===== src/rtl/image_combiner_if.sv =====
// Bus bundle for image_combiner: control handshake, source-RAM read port and result-RAM write port.
interface image_combiner_if #(
    parameter int DATA_W = 8,
    parameter int ADDR_W = 6
);
    logic              start;
    logic [2:0]        mode;
    logic              hold;
    logic              rd_en;
    logic [ADDR_W-1:0] rd_addr;
    logic [DATA_W-1:0] rd_data_a;
    logic [DATA_W-1:0] rd_data_b;
    logic              wr_en;
    logic [ADDR_W-1:0] wr_addr;
    logic [DATA_W-1:0] wr_data;
    logic              busy;
    logic              done;
    logic [ADDR_W:0]   sat_count;

    modport slave (
        input  start, mode, hold, rd_data_a, rd_data_b,
        output rd_en, rd_addr, wr_en, wr_addr, wr_data, busy, done, sat_count
    );

    modport master (
        output start, mode, hold, rd_data_a, rd_data_b,
        input  rd_en, rd_addr, wr_en, wr_addr, wr_data, busy, done, sat_count
    );
endinterface


===== src/rtl/image_combiner.sv =====
// Two-frame pixel combiner: reads A/B from sync-read RAMs, applies the latched op, writes the result
// two cycles after each read, and counts clamped pixels.
module image_combiner #(
    parameter int DATA_W = 8,
    parameter int ADDR_W = 6
) (
    input  logic clk,
    input  logic rst,
    image_combiner_if.slave bus
);
    typedef enum logic [1:0] {
        S_IDLE  = 2'd0,
        S_RUN   = 2'd1,
        S_DRAIN = 2'd2,
        S_DONE  = 2'd3
    } state_t;

    localparam logic [ADDR_W-1:0] LAST_ADDR = {ADDR_W{1'b1}};
    localparam logic [ADDR_W:0]   SAT_MAX   = {1'b1, {ADDR_W{1'b0}}};

    state_t            r_state;
    state_t            w_next;
    logic [2:0]        r_mode;
    logic [ADDR_W-1:0] r_rd_addr;
    logic [ADDR_W-1:0] r_addr1;
    logic              r_v1;
    logic              r_wr_en;
    logic [ADDR_W-1:0] r_wr_addr;
    logic [DATA_W-1:0] r_wr_data;
    logic [ADDR_W:0]   r_sat_count;
    logic              r_busy;
    logic              r_done;
    logic              w_issue;
    logic              w_accept;
    logic [DATA_W:0]   w_op;

    // Returns {clamped, result}; the sum carries one extra bit so add/avg never lose the carry.
    function automatic logic [DATA_W:0] f_combine(input logic [2:0] m,
                                                  input logic [DATA_W-1:0] a,
                                                  input logic [DATA_W-1:0] b);
        logic [DATA_W:0]   sum;
        logic [DATA_W-1:0] res;
        logic              sat;
        sum = {1'b0, a} + {1'b0, b};
        res = a;
        sat = 1'b0;
        case (m)
            3'd0: res = sum[DATA_W-1:0];
            3'd1: begin
                if (sum[DATA_W]) begin
                    res = {DATA_W{1'b1}};
                    sat = 1'b1;
                end else begin
                    res = sum[DATA_W-1:0];
                end
            end
            3'd2: res = (a >= b) ? (a - b) : (b - a);
            3'd3: res = sum[DATA_W:1];
            3'd4: begin
                if (a < b) begin
                    res = {DATA_W{1'b0}};
                    sat = 1'b1;
                end else begin
                    res = a - b;
                end
            end
            3'd5: res = (a >= b) ? a : b;
            3'd6: res = (a <= b) ? a : b;
            3'd7: res = a;
            default: res = a;
        endcase
        return {sat, res};
    endfunction

    always_comb begin
        w_issue  = (r_state == S_RUN) && !bus.hold;
        w_accept = (r_state == S_IDLE) && bus.start;
        w_op     = f_combine(r_mode, bus.rd_data_a, bus.rd_data_b);
        w_next   = r_state;
        case (r_state)
            S_IDLE: begin
                if (bus.start) w_next = S_RUN;
                else           w_next = S_IDLE;
            end
            S_RUN: begin
                if (w_issue && (r_rd_addr == LAST_ADDR)) w_next = S_DRAIN;
                else                                     w_next = S_RUN;
            end
            // Stage 1 empty means the last write is already registered; DONE follows it by one cycle.
            S_DRAIN: begin
                if (!r_v1) w_next = S_DONE;
                else       w_next = S_DRAIN;
            end
            S_DONE:  w_next = S_IDLE;
            default: w_next = S_IDLE;
        endcase
    end

    always_ff @(posedge clk or negedge rst) begin
        if (!rst) begin
            r_state <= S_IDLE;
            r_busy  <= 1'b0;
            r_done  <= 1'b0;
        end else begin
            r_state <= w_next;
            r_busy  <= (w_next != S_IDLE);
            r_done  <= (w_next == S_DONE);
        end
    end

    // Read issue: address stops at the last pixel rather than wrapping.
    always_ff @(posedge clk or negedge rst) begin
        if (!rst) begin
            r_mode    <= 3'd0;
            r_rd_addr <= {ADDR_W{1'b0}};
            r_addr1   <= {ADDR_W{1'b0}};
            r_v1      <= 1'b0;
        end else begin
            r_v1 <= w_issue;
            if (w_issue) begin
                r_addr1 <= r_rd_addr;
            end
            if (w_accept) begin
                r_mode    <= bus.mode;
                r_rd_addr <= {ADDR_W{1'b0}};
            end else if (w_issue && (r_rd_addr != LAST_ADDR)) begin
                r_rd_addr <= r_rd_addr + {{(ADDR_W-1){1'b0}}, 1'b1};
            end
        end
    end

    always_ff @(posedge clk or negedge rst) begin
        if (!rst) begin
            r_wr_en     <= 1'b0;
            r_wr_addr   <= {ADDR_W{1'b0}};
            r_wr_data   <= {DATA_W{1'b0}};
            r_sat_count <= {(ADDR_W+1){1'b0}};
        end else begin
            r_wr_en <= r_v1;
            if (r_v1) begin
                r_wr_addr <= r_addr1;
                r_wr_data <= w_op[DATA_W-1:0];
            end
            if (w_accept) begin
                r_sat_count <= {(ADDR_W+1){1'b0}};
            end else if (r_v1 && w_op[DATA_W] && (r_sat_count != SAT_MAX)) begin
                r_sat_count <= r_sat_count + {{ADDR_W{1'b0}}, 1'b1};
            end
        end
    end

    assign bus.rd_en     = w_issue;
    assign bus.rd_addr   = r_rd_addr;
    assign bus.wr_en     = r_wr_en;
    assign bus.wr_addr   = r_wr_addr;
    assign bus.wr_data   = r_wr_data;
    assign bus.busy      = r_busy;
    assign bus.done      = r_done;
    assign bus.sat_count = r_sat_count;
endmodule


===== src/flat_wrapper.sv =====
// flat-port wrapper written by rule: the top's interface ports become plain ports
module image_combiner_flat 
#(
    parameter int DATA_W = 8,
    parameter int ADDR_W = 6
)
  (clk, rst, bus_start, bus_mode, bus_hold, bus_rd_data_a, bus_rd_data_b, bus_rd_en, bus_rd_addr, bus_wr_en, bus_wr_addr, bus_wr_data, bus_busy, bus_done, bus_sat_count);
  image_combiner_if #(.DATA_W(DATA_W), .ADDR_W(ADDR_W)) bus_i ();
  input  logic clk;
  input  logic rst;
  input wire logic [$bits(bus_i.start)-1:0] bus_start;
  input wire logic [$bits(bus_i.mode)-1:0] bus_mode;
  input wire logic [$bits(bus_i.hold)-1:0] bus_hold;
  input wire logic [$bits(bus_i.rd_data_a)-1:0] bus_rd_data_a;
  input wire logic [$bits(bus_i.rd_data_b)-1:0] bus_rd_data_b;
  output wire logic [$bits(bus_i.rd_en)-1:0] bus_rd_en;
  output wire logic [$bits(bus_i.rd_addr)-1:0] bus_rd_addr;
  output wire logic [$bits(bus_i.wr_en)-1:0] bus_wr_en;
  output wire logic [$bits(bus_i.wr_addr)-1:0] bus_wr_addr;
  output wire logic [$bits(bus_i.wr_data)-1:0] bus_wr_data;
  output wire logic [$bits(bus_i.busy)-1:0] bus_busy;
  output wire logic [$bits(bus_i.done)-1:0] bus_done;
  output wire logic [$bits(bus_i.sat_count)-1:0] bus_sat_count;
  assign bus_i.start = bus_start;
  assign bus_i.mode = bus_mode;
  assign bus_i.hold = bus_hold;
  assign bus_i.rd_data_a = bus_rd_data_a;
  assign bus_i.rd_data_b = bus_rd_data_b;
  assign bus_rd_en = bus_i.rd_en;
  assign bus_rd_addr = bus_i.rd_addr;
  assign bus_wr_en = bus_i.wr_en;
  assign bus_wr_addr = bus_i.wr_addr;
  assign bus_wr_data = bus_i.wr_data;
  assign bus_busy = bus_i.busy;
  assign bus_done = bus_i.done;
  assign bus_sat_count = bus_i.sat_count;
  image_combiner #(.DATA_W(DATA_W), .ADDR_W(ADDR_W)) u_core (.clk(clk), .rst(rst), .bus(bus_i));
endmodule

===== config.mk =====
export PLATFORM = sky130hd
export DESIGN_NAME = image_combiner_flat
export DESIGN_NICKNAME = d
export VERILOG_FILES = /design/src/rtl/image_combiner_if.sv /design/src/rtl/image_combiner.sv /design/src/flat_wrapper.sv
export SDC_FILE = /design/constraint.sdc
export NUM_CORES = 1
export LEC_CHECK = 0
export BUFFER_PORTS_ARGS = -buffer_cell sky130_fd_sc_hd__buf_2
export CAP_MARGIN = 40
export CORE_MARGIN = 1
export CORE_UTILIZATION = 51
export CTS_BUF_LIST = sky130_fd_sc_hd__clkbuf_4 sky130_fd_sc_hd__clkbuf_8
export DETAILED_ROUTE_END_ITERATION = 8
export PLACE_DENSITY = 0.73
export SLEW_MARGIN = 20
export SYNTH_ARGS = -nofsm -noshare
export SYNTH_HDL_FRONTEND = slang
export SYNTH_SLANG_ARGS = --single-unit
export TNS_END_PERCENT = 10

===== constraint.sdc =====
create_clock -name clk -period 5.18 [get_ports clk]
set_input_delay 1.036 -clock clk [delete_from_list [all_inputs] [get_ports clk]]
set_output_delay 1.036 -clock clk [all_outputs]
set_load 0.01 [all_outputs]

==> results of run 1 <==
==> report_power, final <==
group          internal [W]  switching [W]  total [W]  leakage [nW]
clock              0.000107       0.000118   0.000225        0.0472
sequential         0.000421      0.0000835   0.000504         0.511
combinational      0.000215       0.000281   0.000496          1.22
total              0.000743       0.000482    0.00123          1.77
==> worst paths after layout <==
check | startpoint | endpoint | slack (ns) | depth (start not counted)
max | bus_rd_data_b[4] | u_core.bus.wr_data[0]$_DFFE_PN0P_ | 1.54 | 9
min | u_core.bus.wr_addr[5]$_DFFE_PN0P_ | u_core.bus.wr_addr[5]$_DFFE_PN0P_ | 0.50 | 1
max reg2reg | u_core.r_mode[2]$_DFFE_PN0P_ | u_core.bus.wr_data[6]$_DFFE_PN0P_ | 2.85 | 5
min reg2reg | u_core.bus.wr_addr[5]$_DFFE_PN0P_ | u_core.bus.wr_addr[5]$_DFFE_PN0P_ | 0.50 | 1
max in group asynchronous | rst | u_core.bus.rd_addr[5]$_DFFE_PN0P_ | 4.12 | 2
min in group asynchronous | rst | u_core.bus.wr_data[2]$_DFFE_PN0P_ | 0.61 | 1
==> cell usage in the layout, fill, tap and decap left out, types with 12 or more instances in the layout <==
master | synthesis | final
dfrtp_1 | 42 | 42
a21oi_1 | 29 | 29
buf_2 | 2 | 54
nand2_1 | 31 | 31
ha_1 | 26 | 26
mux2_2 | 12 | 12
inv_1 | 27 | 27
nand3_1 | 19 | 19
nor2_1 | 37 | 37
o21ai_0 | 21 | 21
==> per-stage QoR <==
step | hold slack, ns | util, % | cell area (um2)
6_report | 0.503 | 60.5 | 3890
5_1_grt | 0.513 | 60.5 | 3890
4_1_cts | 0.508 | 60.3 | 3870
3_5_place_dp | 0.490 | 58.8 | 3780
3_3_place_gp | 0.483 | 58.4 | 3750
2_1_floorplan | 0.352 | - | 3430
==> cell type report <==
class,count,area (um2)
sequential,42,1050
clock inverter,2,12.5
multi-input combinational,323,2210
timing repair buffer,59,328
inverter,28,105
clock buffer,6,82.6
tap,77,96.3
fill,568,2530
==> worst max-delay path: cells and delay by family <==
kind                     cells  cell delay, ns
buffers and inverters        2            0.17
adder cells (fa/ha/maj)      1            0.63
AND/OR/NAND/NOR              1            0.34
AO/OA/AOI/OAI                5            1.64
==> layer usage <==
| metal | vias up | part of all wire (%) | global-route usage [%] |
|---|---|---|---|
| met2 | 132 | 45 | 44.6 |
| met5 | - | 0 | 0 |
| li1 | 1594 | - | - |
| met1 | 1650 | 46 | 42.3 |
| met3 | 17 | 7.1 | 4.65 |
| met4 | 0 | 1.9 | 9.56 |
==> flip-flops by register name, indices dropped and copies added (netlist names) <==
| name | cells |
|---|---|
| u_core.r_addr1 | 6 |
| u_core.bus.wr_en | 1 |
| u_core.bus.sat_count | 7 |
| u_core.bus.wr_addr | 6 |
| u_core.bus.wr_data | 8 |
| u_core.bus.rd_addr | 6 |
| u_core.r_mode | 3 |
| u_core.r_state | 2 |
| u_core.bus.done | 1 |
| u_core.bus.busy | 1 |
| u_core.r_v1 | 1 |
==> synth_stat cells (3+ instances only) <==
cell	number	area [um2]
a2111oi_0	4	35.0
a211oi_1	4	30.0
a21o_1	8	60.1
a21oi_1	29	145
a31oi_1	6	37.5
a41oi_1	4	35.0
and3_1	9	56.3
clkbuf_1	12	45.0
dfrtp_1	42	1050
fa_1	3	60.1
ha_1	26	325
inv_1	27	101
mux2_2	12	135
nand2_1	31	116
nand2b_1	6	37.5
nand3_1	19	95.1
nand3b_1	3	22.5
nand4_1	4	25.0
nor2_1	37	139
nor2b_1	3	18.8
nor3_1	9	45.0
nor3b_1	3	22.5
nor4_1	5	31.3
o21ai_0	21	105
o22ai_1	3	18.8
o31ai_1	8	60.1
o32ai_1	4	35.0
or2_2	7	43.8
or3_1	4	25.0
or4_1	4	30.0
xnor2_1	7	61.3
xor2_1	5	43.8
==> cell families after synthesis <==
| family | count (synthesis) | share of synthesized area (%) |
|---|---|---|
| buffers and inverters | 43 | 4.78 |
| AOI/OAI and AO/OA | 112 | 22.0 |
| DFF | 42 | 30.7 |
| muxes | 14 | 4.53 |
| xor gates and xnor gates | 12 | 3.07 |
| and+or+nand+nor | 156 | 23.7 |
| adders and majority gates | 29 | 11.2 |
==> impl_metrics.py, run 1 <==
metrics = {
    "run_status": {
        "status": "finished with violations",
        "violations": "design-rule violations",
    },
    "critical_path": {
        "worstPathMaxFanout": 17,
        "start_kind": "input pin",
        "worstPathRequired_ns": 5.35,
        "worstSetupPathType": "input pin to flip-flop",
        "cp_slowest_stage_delay_ns": 0.63,
        "arrival_ns": 3.81,
        "worstSetupEndpointType": "flip-flop",
        "slowest_stage": "ha_1",
        "cpMostUsedCell": "a21oi_1",
        "path_cells": "buf_2 > inv_1 > ha_1 > nand4_1 > a21o_1 > a21oi_1 > o21ai_0 > a222oi_1 > a21oi_1",
    },
    "timing": {
        "tightest_slew_ns": 0.790,
        "period_share_pct": 70.4,
        "setup_ws_ns": 1.54,
        "rsz0062_at_grt": "no",
        "relSlewSlack_pct": 47.3,
        "fin_tns_setup_ns": 0,
        "hold_violations": 0,
        "fmax_mhz": 274,
        "clock_skew_ns": 0.00562,
        "setup_viol": 0,
        "finalMaxSlewViolations": 0,
        "layout_min_cycle_time_ns": 3.64,
    },
    "clocking": {
        "clk_pin_slew_worst_paths_ns": 0.08,
        "cts-resized-gates": 0,
        "clkLatencyLatePin_ns": 0.29,
        "cts_post_setup_buffers_inserted": 0,
        "numCtsBuffers": 5,
        "clock_path_buffers": 2,
        "cts_sinks": 42,
        "cts_max_level": 2,
        "ctsHoldBuffers": 0,
        "cts_tree": "built",
        "root_buffer": "clkbuf_8",
    },
    "finish": {
        "fin_nets": 511,
        "layoutNonFillerInstCount": 537,
        "drive_above_1_share_pct": 20.9,
        "area_growth_pct": 13.4,
        "diodes": 0,
    },
    "grt": {
        "grt_first_pass_wirelength_mm": 16.3,
        "overflow": 0,
        "grt_usage_pct": 29.2,
        "grt_start_max_net_pins": 32,
        "grt_pass1_vias": 3221,
        "grt_antenna_before_repair": 0,
    },
    "route": {
        "drtIter0Drc": 370,
        "wl_per_cell_um": 17.9,
        "via_per_inst": 6.32,
        "vias": 3393,
        "drc_errors": 8,
        "postRouteAntennaNets": 0,
        "drt-total-wl_mm": 9.62,
        "dr.pass1.iters": 7,
    },
    "floorplan": {
        "die-area_mm2": 0.00705,
        "core_area_mm2": 0.00642,
        "die_h_um": 84.0,
        "start_util_pct": 53.4,
        "rows": 29,
        "die_w_um": 84.0,
        "io_pins": 54,
    },
    "synth": {
        "syn_area_mm2": 0.00343,
        "seq_area_frac_synth_pct": 30.7,
        "synth_cell_types": 60,
        "syn_inst": 408,
        "async_flop_share_pct": 100,
        "synth.net_count": 460,
        "ys_ff_latch": 42,
        "synth_area_per_cell_um2": 8.40,
        "yosys_warnings": 0,
        "synth_ff_type": "dfrtp_1",
        "synth_edf_count": 0,
    },
    "placed_design": {
        "dp.final_hpwl_mm": 7.34,
        "dpl.cell_count": 528,
        "pre_cts_slack_ns": 1.26,
        "gp_congestion": 0.981,
        "io_buffers": 53,
    },
    "pwr": {
        "p_per_area_mw_per_mm2": 315,
        "ir_worst_vdd_v": 0.000310,
        "p_leak_nw": 1.77,
        "finalPower_w": 0.00123,
    },
    "hold_path": {
        "min_path_type": "flip-flop to flip-flop",
    },
    "job": {
        "maxCapViolations": 0,
    },
}
Power figures use the tool's default switching activity.
==> run 2, diff against run 1 <==
Clock period 5.18 ns to 3.4 ns, I/O delays scaled along.
==> run 2 against run 1 <==
  * The flow still finishes with violations (design-rule violations)
  * Setup slack got worse by 1.2 ns
  * First-iteration DRC count fell by 32%
  * Via count rose by 1.9%
  * Die area did not move
  * Critical endpoint is now u_core.bus.sat_count[3]$_DFFE_PN0P_
  * Largest cell class unchanged
==> impl_metrics.py, run 2 (synthesis results as in run 1) <==
metrics = {
    "route": {
        "vias": 3457,
        "drc_errors": 6,
        "wl_per_cell_um": 17.9,
        "postRouteAntennaNets": 0,
        "drt-total-wl_mm": 9.90,
        "drtIter0Drc": 251,
        "dr.pass1.iters": 8,
        "via_per_inst": 6.26,
    },
    "finish": {
        "fin_nets": 526,
        "multiInputGateArea_mm2": 0.00221,
        "final_area_mm2": 0.00399,
        "diodes": 0,
        "nFillCells": 603,
        "largest_register_ffs": 8,
        "layout_commonest_cell": "buf_2",
        "seq_area_mm2": 0.00105,
        "drive_above_1_share_pct": 23.4,
        "area_growth_pct": 16.4,
        "final_cell_mix": "53 x buf_2, 42 x dfrtp_1, 37 x nor2_1",
    },
    "floorplan": {
        "die_h_um": 84.0,
        "start_util_pct": 53.4,
        "die_w_um": 84.0,
        "die-area_mm2": 0.00705,
        "core_area_mm2": 0.00642,
        "rows": 29,
        "io_pins": 54,
    },
    "clocking": {
        "cts_sinks": 42,
        "cts-resized-gates": 0,
        "cts_max_level": 2,
        "clkLatencyLatePin_ns": 0.30,
        "root_buffer": "clkbuf_8",
        "clk_pin_slew_worst_paths_ns": 0.09,
        "numCtsBuffers": 5,
        "ctsHoldBuffers": 0,
        "cts_post_setup_buffers_inserted": 0,
        "clock_path_buffers": 2,
        "cts_tree": "built",
    },
    "placed_design": {
        "dp.final_hpwl_mm": 7.56,
        "io_buffers": 53,
        "pre_cts_slack_ns": 0.142,
        "dpl_cell_area_mm2": 0.00390,
        "gp_congestion": 0.929,
    },
    "timing": {
        "period_share_pct": 89.5,
        "finalMaxSlewViolations": 0,
        "hold_violations": 0,
        "setup_ws_ns": 0.356,
        "hold_ws_ns": 0.237,
        "layout_min_cycle_time_ns": 3.04,
        "rsz0062_at_grt": "no",
        "fin_tns_setup_ns": 0,
        "relSlewSlack_pct": 49.0,
        "fmax_mhz": 329,
        "tightest_slew_ns": 0.765,
        "clock_skew_ns": 0.00809,
        "setup_viol": 0,
    },
    "critical_path": {
        "worstPathMaxFanout": 11,
        "worstSetupEndpointType": "flip-flop",
        "arrival_ns": 3.25,
        "start_kind": "input pin",
        "worstSetupPathType": "input pin to flip-flop",
        "worstPathRequired_ns": 3.61,
    },
    "job": {
        "maxCapViolations": 0,
    },
    "pwr": {
        "ir_worst_vdd_v": 0.000430,
        "p_per_area_mw_per_mm2": 474,
        "p_leak_nw": 1.85,
    },
    "hold_path": {
        "min_path_type": "input pin to async pin",
    },
    "run_status": {
        "violations": "design-rule violations",
        "status": "finished with violations",
    },
    "grt": {
        "grt_pass1_vias": 3411,
        "grt_start_max_net_pins": 33,
        "overflow": 0,
        "grt_first_pass_wirelength_mm": 16.5,
        "grt_antenna_before_repair": 0,
        "grt_usage_pct": 29.5,
    },
}
[run 2: cell count changes in the layout (fill, tap and decap cells not counted)]
cell / delta
buf_8: -1
buf_4: +17
clkbuf_8: -1
buf_2: -1
clkbuf_4: +1
clkinvlp_4: -1
clkinv_4: +1
[run 2: critical path, stage by stage]
cell      delay (ns)
buf_2           0.12
inv_1           0.05
ha_1            0.42
or2_4           0.30
a211oi_2        0.32
nor4b_2         0.13
o32a_1          0.47
or4_1           0.57
a21oi_1         0.20
[run 2: through the flow]
stage | total power (W) | cells | utilization, %
2_1_floorplan | 0.00124 | 408 | -
3_3_place_gp | 0.00152 | 543 | 60.4
3_5_place_dp | 0.00155 | 544 | 60.7
4_1_cts | 0.00189 | 552 | 62.1
5_1_grt | 0.00202 | 552 | 62.1
6_report | 0.00189 | 552 | 62.1
[run 2: worst paths after layout]
path / slack, ns / cells after the start / endpoint / from
min: 0.24 / 1 / u_core.bus.wr_en$_DFF_PN0_ / rst
max reg2reg: 1.09 / 6 / u_core.bus.wr_data[7]$_DFFE_PN0P_ / u_core.r_mode[2]$_DFFE_PN0P_
min in group clk: 0.51 / 1 / u_core.r_addr1[4]$_DFFE_PN0P_ / u_core.r_addr1[4]$_DFFE_PN0P_
max: 0.36 / 9 / u_core.bus.sat_count[3]$_DFFE_PN0P_ / bus_rd_data_b[4]
max in group asynchronous: 2.70 / 2 / u_core.bus.sat_count[3]$_DFFE_PN0P_ / rst
min reg2reg: 0.51 / 1 / u_core.r_addr1[4]$_DFFE_PN0P_ / u_core.r_addr1[4]$_DFFE_PN0P_
[run 2: metal layers]
metal / track usage [%] / vias up / wire (um)
met5: 0 / - / 0
met4: 8.15 / 0 / 188
met3: 4.55 / 18 / 597
met2: 48.5 / 133 / 4570
met1: 40.5 / 1671 / 4540
li1: - / 1635 / -
[run 2: area by class of cell]
class	instances	area share [%]
multi-input combinational	323	55.5
sequential	42	26.3
timing repair buffer	74	10.9
inverter	28	2.63
tap	77	2.41
clock buffer	6	1.91
clock inverter	2	0.345
[run 2: power breakdown]
part	switching [W]	internal [W]
Clock	0.000185	0.000153
Sequential	0.000128	0.000641
Combinational	0.000434	0.000350
